`src/rtl/adc_spi_pkg.sv`:
```
// ---------------------------------------------------------------------------
// adc_spi_pkg
// Constants and types for the ADC serial link. The ADC controller on the
// other end of the link uses the same package.
//   FRAME_BITS      : SCLK rising edges per frame
//   LEAD_ZEROS      : zero bits sent ahead of the sample
//   DATA_W          : sample width
//   NUM_CH / ADDR_W : channel count and channel address width
//   ADDR_FIRST_RISE : rising edge that carries the address MSB on DIN
// ---------------------------------------------------------------------------
package adc_spi_pkg;

   localparam int FRAME_BITS      = 16;
   localparam int LEAD_ZEROS      = 4;
   localparam int DATA_W          = 12;
   localparam int NUM_CH          = 8;
   localparam int ADDR_W          = 3;
   localparam int ADDR_FIRST_RISE = 3;

   // rcnt has to hold 0..FRAME_BITS inclusive
   localparam int RCNT_W = $clog2(FRAME_BITS + 1);

   typedef enum logic {
      IDLE  = 1'b0,
      SHIFT = 1'b1
   } state_t;

   // Word shifted out MSB-first: leading zeros, then the sample.
   function automatic logic [FRAME_BITS-1:0] frame_word(input logic [DATA_W-1:0] sample);
      return {{LEAD_ZEROS{1'b0}}, sample};
   endfunction

endpackage

```
`src/rtl/adc_spi_responder_if.sv`:
```
// ---------------------------------------------------------------------------
// adc_spi_responder_if
// The four-wire serial link between the ADC controller (master) and the
// responder (slave).
//   ADC_SCLK : serial clock, idles high (master -> slave)
//   ADC_CS_N : active-low chip select (master -> slave)
//   ADC_DIN  : address/config bits (master -> slave)
//   ADC_DOUT : sample data (slave -> master)
// ---------------------------------------------------------------------------
interface adc_spi_responder_if;

   logic ADC_SCLK;
   logic ADC_CS_N;
   logic ADC_DIN;
   logic ADC_DOUT;

   modport master (
      output ADC_SCLK,
      output ADC_CS_N,
      output ADC_DIN,
      input  ADC_DOUT
   );

   modport slave (
      input  ADC_SCLK,
      input  ADC_CS_N,
      input  ADC_DIN,
      output ADC_DOUT
   );

endinterface

```
`src/rtl/adc_in_sync.sv`:
```
// ---------------------------------------------------------------------------
// adc_in_sync
// Brings one asynchronous pin into the clk domain through a chain of
// SYNC_STAGES flops, then flags rising and falling edges of the synchronized
// level. Reset loads IDLE_VAL into every flop so the pin's idle level does
// not look like an edge.
//   clk, srst   : clock and synchronous active-high reset
//   pin         : asynchronous input
//   level       : synchronized level
//   rise, fall  : single-cycle edge flags, combinational from the registers
// ---------------------------------------------------------------------------
module adc_in_sync #(
   parameter int   SYNC_STAGES = 2,
   parameter logic IDLE_VAL    = 1'b0
) (
   input  logic clk,
   input  logic srst,
   input  logic pin,
   output logic level,
   output logic rise,
   output logic fall
);

   logic [SYNC_STAGES-1:0] stage_reg;
   logic [SYNC_STAGES-1:0] stage_next;
   logic                   prev_reg;

   genvar gi;
   generate
      for (gi = 0; gi < SYNC_STAGES; gi++) begin : g_stage
         if (gi == 0) begin : g_first
            assign stage_next[gi] = pin;
         end else begin : g_chain
            assign stage_next[gi] = stage_reg[gi-1];
         end
      end
   endgenerate

   always_ff @(posedge clk) begin
      if (srst) begin
         stage_reg <= {SYNC_STAGES{IDLE_VAL}};
         prev_reg  <= IDLE_VAL;
      end else begin
         stage_reg <= stage_next;
         prev_reg  <= stage_reg[SYNC_STAGES-1];
      end
   end

   assign level = stage_reg[SYNC_STAGES-1];
   assign rise  =  level & ~prev_reg;
   assign fall  = ~level &  prev_reg;

endmodule

```
`src/rtl/adc_spi_responder.sv`:
```
// ---------------------------------------------------------------------------
// adc_spi_responder
// Slave side of the ADC serial link. Each frame is 16 SCLK rising edges.
// The master samples DOUT on its rising edges and sees 4 zeros followed by
// the 12-bit sample of ACTIVE_CH, MSB-first. While it does so, the master
// sends a channel address on DIN at rises 3..5. That address picks the
// channel for the next frame. If CS_N stays low after rise 16, the next
// SCLK fall starts a new frame (continuous mode).
//   CLOCK, RESET : system clock, synchronous active-high reset
//   CH0..CH7     : channel sample values
//   spi          : serial link (slave modport)
//   ACTIVE_CH    : channel being shifted out
//   FRAME_DONE   : one-cycle pulse on the 16th rise
//   FRAME_ERR    : one-cycle pulse when CS_N rises before the 16th rise
// ---------------------------------------------------------------------------
module adc_spi_responder
   import adc_spi_pkg::*;
#(
   parameter int SYNC_STAGES = 2
) (
   input  logic              CLOCK,
   input  logic              RESET,
   input  logic [DATA_W-1:0] CH0,
   input  logic [DATA_W-1:0] CH1,
   input  logic [DATA_W-1:0] CH2,
   input  logic [DATA_W-1:0] CH3,
   input  logic [DATA_W-1:0] CH4,
   input  logic [DATA_W-1:0] CH5,
   input  logic [DATA_W-1:0] CH6,
   input  logic [DATA_W-1:0] CH7,
   adc_spi_responder_if.slave spi,
   output logic [ADDR_W-1:0] ACTIVE_CH,
   output logic              FRAME_DONE,
   output logic              FRAME_ERR
);

   localparam logic [RCNT_W-1:0] RCNT_FULL = RCNT_W'(FRAME_BITS);
   localparam logic [RCNT_W-1:0] RCNT_ONE  = RCNT_W'(1);
   // The address bits arrive on rises ADDR_FIRST_RISE onward. rcnt is
   // compared before it is incremented, so the window starts one lower.
   localparam logic [RCNT_W-1:0] ADDR_LO   = RCNT_W'(ADDR_FIRST_RISE - 1);
   localparam logic [RCNT_W-1:0] ADDR_HI   = RCNT_W'(ADDR_FIRST_RISE - 1 + ADDR_W);

   // Pin vector order: bit 0 SCLK, bit 1 CS_N, bit 2 DIN
   localparam int          NUM_PINS = 3;
   localparam logic [2:0]  PIN_IDLE = 3'b011;

   logic [NUM_PINS-1:0] pin_raw;
   logic [NUM_PINS-1:0] pin_level;
   logic [NUM_PINS-1:0] pin_rise;
   logic [NUM_PINS-1:0] pin_fall;

   assign pin_raw = {spi.ADC_DIN, spi.ADC_CS_N, spi.ADC_SCLK};

   genvar gi;
   generate
      for (gi = 0; gi < NUM_PINS; gi++) begin : g_sync
         adc_in_sync #(
            .SYNC_STAGES (SYNC_STAGES),
            .IDLE_VAL    (PIN_IDLE[gi])
         ) u_sync (
            .clk   (CLOCK),
            .srst  (RESET),
            .pin   (pin_raw[gi]),
            .level (pin_level[gi]),
            .rise  (pin_rise[gi]),
            .fall  (pin_fall[gi])
         );
      end
   endgenerate

   logic sclk_rise, sclk_fall, cs_rise, cs_fall, din_level;
   assign sclk_rise = pin_rise[0];
   assign sclk_fall = pin_fall[0];
   assign cs_rise   = pin_rise[1];
   assign cs_fall   = pin_fall[1];
   assign din_level = pin_level[2];

   // The remaining sync outputs are not needed by this block.
   logic unused_sync;
   assign unused_sync = ^{pin_level[1:0], pin_rise[2], pin_fall[2]};

   logic [DATA_W-1:0] ch_arr [NUM_CH];
   assign ch_arr[0] = CH0;
   assign ch_arr[1] = CH1;
   assign ch_arr[2] = CH2;
   assign ch_arr[3] = CH3;
   assign ch_arr[4] = CH4;
   assign ch_arr[5] = CH5;
   assign ch_arr[6] = CH6;
   assign ch_arr[7] = CH7;

   state_t                state_reg,      state_next;
   logic [RCNT_W-1:0]     rcnt_reg,       rcnt_next;
   logic [FRAME_BITS-1:0] sr_reg,         sr_next;
   logic [ADDR_W-1:0]     next_addr_reg,  next_addr_next;
   logic [ADDR_W-1:0]     active_ch_reg,  active_ch_next;
   logic                  frame_done_reg, frame_done_next;
   logic                  frame_err_reg,  frame_err_next;

   always_ff @(posedge CLOCK) begin
      if (RESET) begin
         state_reg      <= IDLE;
         rcnt_reg       <= '0;
         sr_reg         <= '0;
         next_addr_reg  <= '0;
         active_ch_reg  <= '0;
         frame_done_reg <= 1'b0;
         frame_err_reg  <= 1'b0;
      end else begin
         state_reg      <= state_next;
         rcnt_reg       <= rcnt_next;
         sr_reg         <= sr_next;
         next_addr_reg  <= next_addr_next;
         active_ch_reg  <= active_ch_next;
         frame_done_reg <= frame_done_next;
         frame_err_reg  <= frame_err_next;
      end
   end

   always_comb begin
      state_next      = state_reg;
      rcnt_next       = rcnt_reg;
      sr_next         = sr_reg;
      next_addr_next  = next_addr_reg;
      active_ch_next  = active_ch_reg;
      frame_done_next = 1'b0;
      frame_err_next  = 1'b0;

      case (state_reg)
         IDLE: begin
            // SCLK and DIN are ignored until the master selects us.
            if (cs_fall) begin
               sr_next        = frame_word(ch_arr[active_ch_reg]);
               rcnt_next      = '0;
               next_addr_next = '0;
               state_next     = SHIFT;
            end
         end

         SHIFT: begin
            // A CS_N rise takes priority over an SCLK edge in the same cycle.
            if (cs_rise) begin
               state_next     = IDLE;
               next_addr_next = '0;
               if (rcnt_reg != RCNT_FULL) begin
                  frame_err_next = 1'b1;
               end
            end else if (sclk_rise && (rcnt_reg != RCNT_FULL)) begin
               rcnt_next = rcnt_reg + RCNT_ONE;
               if ((rcnt_reg >= ADDR_LO) && (rcnt_reg < ADDR_HI)) begin
                  next_addr_next = {next_addr_reg[ADDR_W-2:0], din_level};
               end
               if (rcnt_reg == RCNT_FULL - RCNT_ONE) begin
                  frame_done_next = 1'b1;
                  active_ch_next  = next_addr_reg;
               end
            end else if (sclk_fall) begin
               if (rcnt_reg == RCNT_FULL) begin
                  // Continuous mode: this fall is fall 1 of the next frame.
                  // active_ch_reg was already updated on the 16th rise.
                  sr_next        = frame_word(ch_arr[active_ch_reg]);
                  rcnt_next      = '0;
                  next_addr_next = '0;
               end else if (rcnt_reg != '0) begin
                  // Fall 1 (rcnt 0) only precedes rise 1 and leaves the MSB
                  // in place. Falls 2..16 each expose the next bit.
                  sr_next = {sr_reg[FRAME_BITS-2:0], 1'b0};
               end
            end
         end

         default: state_next = IDLE;
      endcase
   end

   assign spi.ADC_DOUT = (state_reg == SHIFT) ? sr_reg[FRAME_BITS-1] : 1'b0;
   assign ACTIVE_CH    = active_ch_reg;
   assign FRAME_DONE   = frame_done_reg;
   assign FRAME_ERR    = frame_err_reg;

endmodule

```
`src/flat_wrapper.sv`:
```
// flat-port wrapper written by rule: the top's interface ports become plain ports
module adc_spi_responder_flat import adc_spi_pkg::*;
#(
   parameter int SYNC_STAGES = 2
)
  (CLOCK, RESET, CH0, CH1, CH2, CH3, CH4, CH5, CH6, CH7, ACTIVE_CH, FRAME_DONE, FRAME_ERR, spi_ADC_SCLK, spi_ADC_CS_N, spi_ADC_DIN, spi_ADC_DOUT);
  adc_spi_responder_if spi_i ();
  input  logic CLOCK;
  input  logic RESET;
  input  logic [DATA_W-1:0] CH0;
  input  logic [DATA_W-1:0] CH1;
  input  logic [DATA_W-1:0] CH2;
  input  logic [DATA_W-1:0] CH3;
  input  logic [DATA_W-1:0] CH4;
  input  logic [DATA_W-1:0] CH5;
  input  logic [DATA_W-1:0] CH6;
  input  logic [DATA_W-1:0] CH7;
  output logic [ADDR_W-1:0] ACTIVE_CH;
  output logic FRAME_DONE;
  output logic FRAME_ERR;
  input wire logic [$bits(spi_i.ADC_SCLK)-1:0] spi_ADC_SCLK;
  input wire logic [$bits(spi_i.ADC_CS_N)-1:0] spi_ADC_CS_N;
  input wire logic [$bits(spi_i.ADC_DIN)-1:0] spi_ADC_DIN;
  output wire logic [$bits(spi_i.ADC_DOUT)-1:0] spi_ADC_DOUT;
  assign spi_i.ADC_SCLK = spi_ADC_SCLK;
  assign spi_i.ADC_CS_N = spi_ADC_CS_N;
  assign spi_i.ADC_DIN = spi_ADC_DIN;
  assign spi_ADC_DOUT = spi_i.ADC_DOUT;
  adc_spi_responder #(.SYNC_STAGES(SYNC_STAGES)) u_core (.CLOCK(CLOCK), .RESET(RESET), .CH0(CH0), .CH1(CH1), .CH2(CH2), .CH3(CH3), .CH4(CH4), .CH5(CH5), .CH6(CH6), .CH7(CH7), .spi(spi_i), .ACTIVE_CH(ACTIVE_CH), .FRAME_DONE(FRAME_DONE), .FRAME_ERR(FRAME_ERR));
endmodule
```
`config.mk`:
```
export PLATFORM = sky130hd
export DESIGN_NAME = adc_spi_responder_flat
export DESIGN_NICKNAME = d
export VERILOG_FILES = /design/src/rtl/adc_spi_pkg.sv /design/src/rtl/adc_spi_responder_if.sv /design/src/rtl/adc_in_sync.sv /design/src/rtl/adc_spi_responder.sv /design/src/flat_wrapper.sv
export SDC_FILE = /design/constraint.sdc
export NUM_CORES = 1
export LEC_CHECK = 0
export BUFFER_PORTS_ARGS = -buffer_cell sky130_fd_sc_hd__clkbuf_2
export CORE_UTILIZATION = 35
export DETAILED_ROUTE_END_ITERATION = 7
export PLACE_DENSITY = 0.61
export SYNTH_ARGS = -nofsm -noshare
export SYNTH_HDL_FRONTEND = slang
export SYNTH_HIERARCHICAL = 1
export SYNTH_SLANG_ARGS = --single-unit
```
`constraint.sdc`:
```
create_clock -name CLOCK -period 2.25 [get_ports CLOCK]
set_clock_uncertainty 0.15 [all_clocks]
set_input_delay 0.1125 -clock CLOCK [delete_from_list [all_inputs] [get_ports CLOCK]]
set_output_delay 0.1125 -clock CLOCK [all_outputs]
set_load 0.01 [all_outputs]
```
# ---- Word-level counts from Yosys, hierarchy flattened
# Index checks and enable logic that the tools add are counted.
dict set report classes {
  n_addsub 1
  magnitude_cmp 3
  n_eq_ne 13
  n_mux 29
  n_bitwise 12
  reduce_logical 9
}
# cell n
set op_table {}
lappend op_table {{$mux 16} 6}
lappend op_table {{$bmux 12 s3} 1}
lappend op_table {{$pmux 16 s2} 1}
lappend op_table {{$mux 5} 5}
lappend op_table {{$mux 12} 2}
lappend op_table {{$mux 3} 6}
lappend op_table {{$ne 4x3->1 const B} 3}
lappend op_table {{$reduce_and 4->1} 3}
lappend op_table {{$pmux 5 s2} 1}
lappend op_table {{$ne 3x3->1 const B} 3}
lappend op_table {{$not 1->1} 7}
lappend op_table {{$ne 2x2->1 const B} 3}
lappend op_table {{$pmux 3 s2} 1}
lappend op_table {{$add 5x1->5 const B} 1}
lappend op_table {{$eq 5x4->1 const B} 1}
lappend op_table {{$eq 5x5->1 const B} 1}
lappend op_table {{$ge 5x2->1 const B} 1}
lappend op_table {{$lt 5x3->1 const B} 1}
lappend op_table {{$mux 1} 5}
lappend op_table {{$ne 5x5->1 const B} 1}
lappend op_table {{$reduce_and 5->1} 1}
lappend op_table {{$reduce_bool 5->1} 1}
lappend op_table {{$and 1x1->1} 4}
lappend op_table {{$ge 4x4->1 const B} 1}
lappend op_table {{other kinds (6)} 7}
dict set report word_totals {
  reg_bits 38
  inputBits 101
  word_cells 79
}

# ---- Depth between registers and ports, before layout
dict set report depth {
  depth_word 9
  ltp_mapped 8
}

# ---- Modules after synthesis
# Netlist, hierarchy kept.
# mod instances cells_per_inst area_each_um2
set by_module_without_submodules {}
lappend by_module_without_submodules {adc_spi_responder 1 219 2328.5}
lappend by_module_without_submodules {{adc_in_sync at u_core.g_sync[0].u_sync ...} 2 8 92.6}
lappend by_module_without_submodules {{adc_in_sync at u_core.g_sync[2].u_sync} 1 8 91.3}

# ---- Least setup slack after synthesis
# No wires, ideal clock.
dict set report synth_path {
  path_type {register -> register}
  startpoint {register u_core.active_ch_reg[0] (netlist: u_core/ACTIVE_CH[0])}
  endpoint {register u_core.sr_reg[5]}
  setup_time_ns 0.134
  t_arrival_ns 1.564
  path_slack_ns 0.402
  stages_incl_launch_ff 7
  path_buffers 2
  synth_period_minus_slack_ns 1.848
  path_cell_list {dfxtp_1 buf_6 buf_6 mux4_1 mux2_2 nand2_1 a211oi_1}
}
dict set report synth_via {
  elab_chain_len 9
  word_cells_on_any_way 10
}
# element line_no
set synth_rtl {}
lappend synth_rtl {{start, declared} adc_spi_responder.sv:97} ;# logic [ADDR_W-1:0] active_ch_reg, active_ch_next;
lappend synth_rtl {{start signal, assigned} adc_spi_responder.sv:115} ;# active_ch_reg <= active_ch_next;
lappend synth_rtl {{$not 3->4 (not written as such) *} {adc_spi_responder.sv:134, adc_spi_responder.sv:162}}
lappend synth_rtl {{$bmux 12 s3 *} {adc_spi_responder.sv:134, adc_spi_responder.sv:162}}
lappend synth_rtl {{$mux 12 (not written as such) * (2 in series)} {adc_spi_responder.sv:134, adc_spi_responder.sv:162}}
lappend synth_rtl {{$mux 16} adc_spi_responder.sv:159} ;# if (rcnt_reg == RCNT_FULL) begin
lappend synth_rtl {{$mux 16} adc_spi_responder.sv:158} ;# end else if (sclk_fall) begin
lappend synth_rtl {{$mux 16} adc_spi_responder.sv:149} ;# end else if (sclk_rise && (rcnt_reg != RCNT_FULL)) begin
lappend synth_rtl {{$mux 16} adc_spi_responder.sv:143} ;# if (cs_rise) begin
lappend synth_rtl {{$pmux 16 s2 *} adc_spi_responder.sv:130} ;# case (state_reg)
lappend synth_rtl {{end signal, assigned} adc_spi_responder.sv:113} ;# sr_reg <= sr_next;
lappend synth_rtl {{end, declared} adc_spi_responder.sv:95} ;# logic [FRAME_BITS-1:0] sr_reg, sr_next;
# Every way passes the cells marked *; elsewhere a longest branch is shown, timed or not. The select of a mux whose other input is x is not followed.
# A chain may end at the register's enable or synchronous reset.

# ---- Worst setup path after layout
dict set report layout_path {
  startpoint {register u_core.rcnt_reg[0]}
  endpoint {register u_core.sr_reg[6]}
}
dict set report layout_via {
  elab_chain_len 6
  word_cells_on_any_way 12
}
# element line_no
set layout_rtl {}
lappend layout_rtl {{start, declared} adc_spi_responder.sv:94} ;# logic [RCNT_W-1:0] rcnt_reg, rcnt_next;
lappend layout_rtl {{start signal, assigned} adc_spi_responder.sv:112} ;# rcnt_reg <= rcnt_next;
lappend layout_rtl {{$eq 5x5->1} adc_spi_responder.sv:159}
lappend layout_rtl {{$mux 16} adc_spi_responder.sv:159}
lappend layout_rtl {{$mux 16} adc_spi_responder.sv:158}
lappend layout_rtl {{$mux 16} adc_spi_responder.sv:149}
lappend layout_rtl {{$mux 16} adc_spi_responder.sv:143}
lappend layout_rtl {{$pmux 16 s2} adc_spi_responder.sv:130}
# Several ways; a longest one is shown, not always the timed one. The select of a mux whose other input is x is not followed.

==> metrics.txt <==
status=complete, no violations; clk root buf=clkbuf_8; Gate Count Post-Synth=239; vias in the first global route=roughly 2200; clock sinks=38; Die H=87.6 um; RSZ-0062 raised after global routing=no; Initial Util=0.370; Final Util=0.482; first-pass GRT wire length=10800 um; Avg Cell Area, Syn=around 11 sq um; RePlAce Congestion=around 0.84; Sw Share=0.219; crit path DAT=2.05 ns; Clk pwr share=0.430; drt total wl=6840 um; HP Class=in -> reg; start point of the worst hold path=RESET; internal cell power=1310 uW; GRT Overall Usage=0.181; max-capacitance violation count=0; syn_nets=around 340; Worst-path clk slew=0.08 ns; CP endpoint kind=register; endpoints failing setup=0; die area=0.00768 sq mm; IO buf count=roughly 110; P_leak=0.00143 uW; first drt pass iteration count=4; layout cells sized above 1=0.405; detailed-route vias per instance=5.36; # rows=30; VDD IR max=0.000379 V; width of the die=87.6 um; max-slew violation count=0; Pwr Density=between 500 and 600 mW/mm^2; Final #Nets=450; Syn. warnings=6; DRC errors left=0; final setup TNS=0 ns; worst rel slew slack=0.575; Achievable Freq=~500 MHz; Startpoint Class=register; worst-path cell chain=inv_1, ha_1, nand4bb_1, and2_2, a211oi_1, a211oi_1; CP required=2.27 ns; Antenna diodes=0; kind of critical path=reg -> reg; wire per inst=15.5 um; H-tree levels=2; CTS buffer count=5; max FFs per register=16; gr ovfl total=0; Post-DP HPWL=5150 um; CTS tree=built; CP startpoint=u_core/rcnt_reg[0]; Sw Pwr=around 370 uW; drt initial violations=about 140; post-CTS setup buffers=0; worst slew pin tran=0.637 ns; Seq pwr share=0.422; most frequent cell on the critical path=a211oi_1; final worst-path cycle share=0.899; Final min period=2.02 ns; CP max stage cell=and2_2; critical path peak fanout=12; Mapped Area=0.00257 sq mm; Area Growth Syn to Fin=30.5%; Filler Cell Count=666; final hold violation count=0; reg2reg start=u_core/rcnt_reg[0]; via count=2368; I/O pin count=~110; Max Root-Sink Buffers=2; delay of the slowest cell on the worst path=0.40 ns; ANT nets after route=0; Core Box Area=approximately 0.007 sq mm; Logic pwr share=0.149; initial antenna violation count=0; Clock Latency Late Sink=around 0.3 ns; largest net degree at the start of global routing=31
[power groups by stage]
stage	sequential (uW)	combinational [uW]	clock (uW)
3_3_place_gp	723	239	0
2_1_floorplan	720	136	0
4_1_cts	708	250	736
3_5_place_dp	723	245	0
6_report	708	250	721
5_1_grt	711	274	763
[cell type report]
type / count / area (sq um) / area share
Timing Repair Buffer: 117 / 633 / 0.189
Multi-Input combinational cell: 178 / 1670 / 0.500
Sequential cell: 38 / 761 / 0.227
Clock inverter: 2 / 60.1 / 0.0179
Inverter: 5 / 18.8 / 0.00560
Clock buffer: 6 / 82.6 / 0.0247
Tap cell: 96 / 120 / 0.0359
[critical path: cells and delay by family (launching register included)]
kind	cells	cell delay (ns)
buffers and inverters	1	0.12
AND/OR/NAND/NOR	2	0.70
AO/OA/AOI/OAI	2	0.39
adder cells (fa/ha/maj)	1	0.19
flip-flops	1	0.35
[worst paths after layout]
path	end	cells after the start	slack [ns]
setup / recovery	u_core/sr_reg[6]	6	0.23
hold reg to reg	u_core/g_sync[1].u_sync/stage_reg[1]	1	0.26
hold / removal	u_core/next_addr_reg[2]	4	0.07
setup reg to reg	u_core/sr_reg[6]	6	0.23
[cells in the final DEF, fill, tap and decap left out, types with 2 or more instances in the layout]
master,count
clkbuf_2,106
dfxtp_1,38
nand2_1,26
a211oi_1,24
mux4_1,23
a21oi_1,20
mux2_2,12
buf_4,7
o21ai_0,7
clkbuf_8,6
nor2b_1,6
mux2i_1,6
nor2_1,6
or2_1,6
inv_1,5
and3_1,4
nand3_1,4
ha_1,4
dlygate4sd3_1,3
nor3_1,3
bufinv_16,2
nand2b_1,2
and2b_1,2
[repair_timing]
item,CTS,global route
hold endpoints to repair,3,0
endpoints found under the setup margin,0,3
hold buffers,3,0
resized for setup,0,1
[layer usage]
metal  part of all wire  GRT usage  vias to the layer above
li1                   -          -                     1152
met5                  0          0                        -
met3              0.031     0.0311                       14
met2               0.49      0.317                       58
met1               0.46      0.224                     1144
met4              0.017     0.0671                        0
[metrics by stage]
step	hold slack, ns	area [sq um]	setup WS (ns)	std cells	total power (uW)
final	0.0665	3350	0.226	442	1680
after global routing	0.0886	3350	0.0614	442	1750
after CTS	0.0589	3350	0.130	442	1690
after detailed placement	0.148	3180	0.204	431	968
after global placement	0.150	3180	0.294	431	962
after floorplan	0.0341	2570	0.402	239	856
Note: power is estimated with default switching activity, not from simulation.
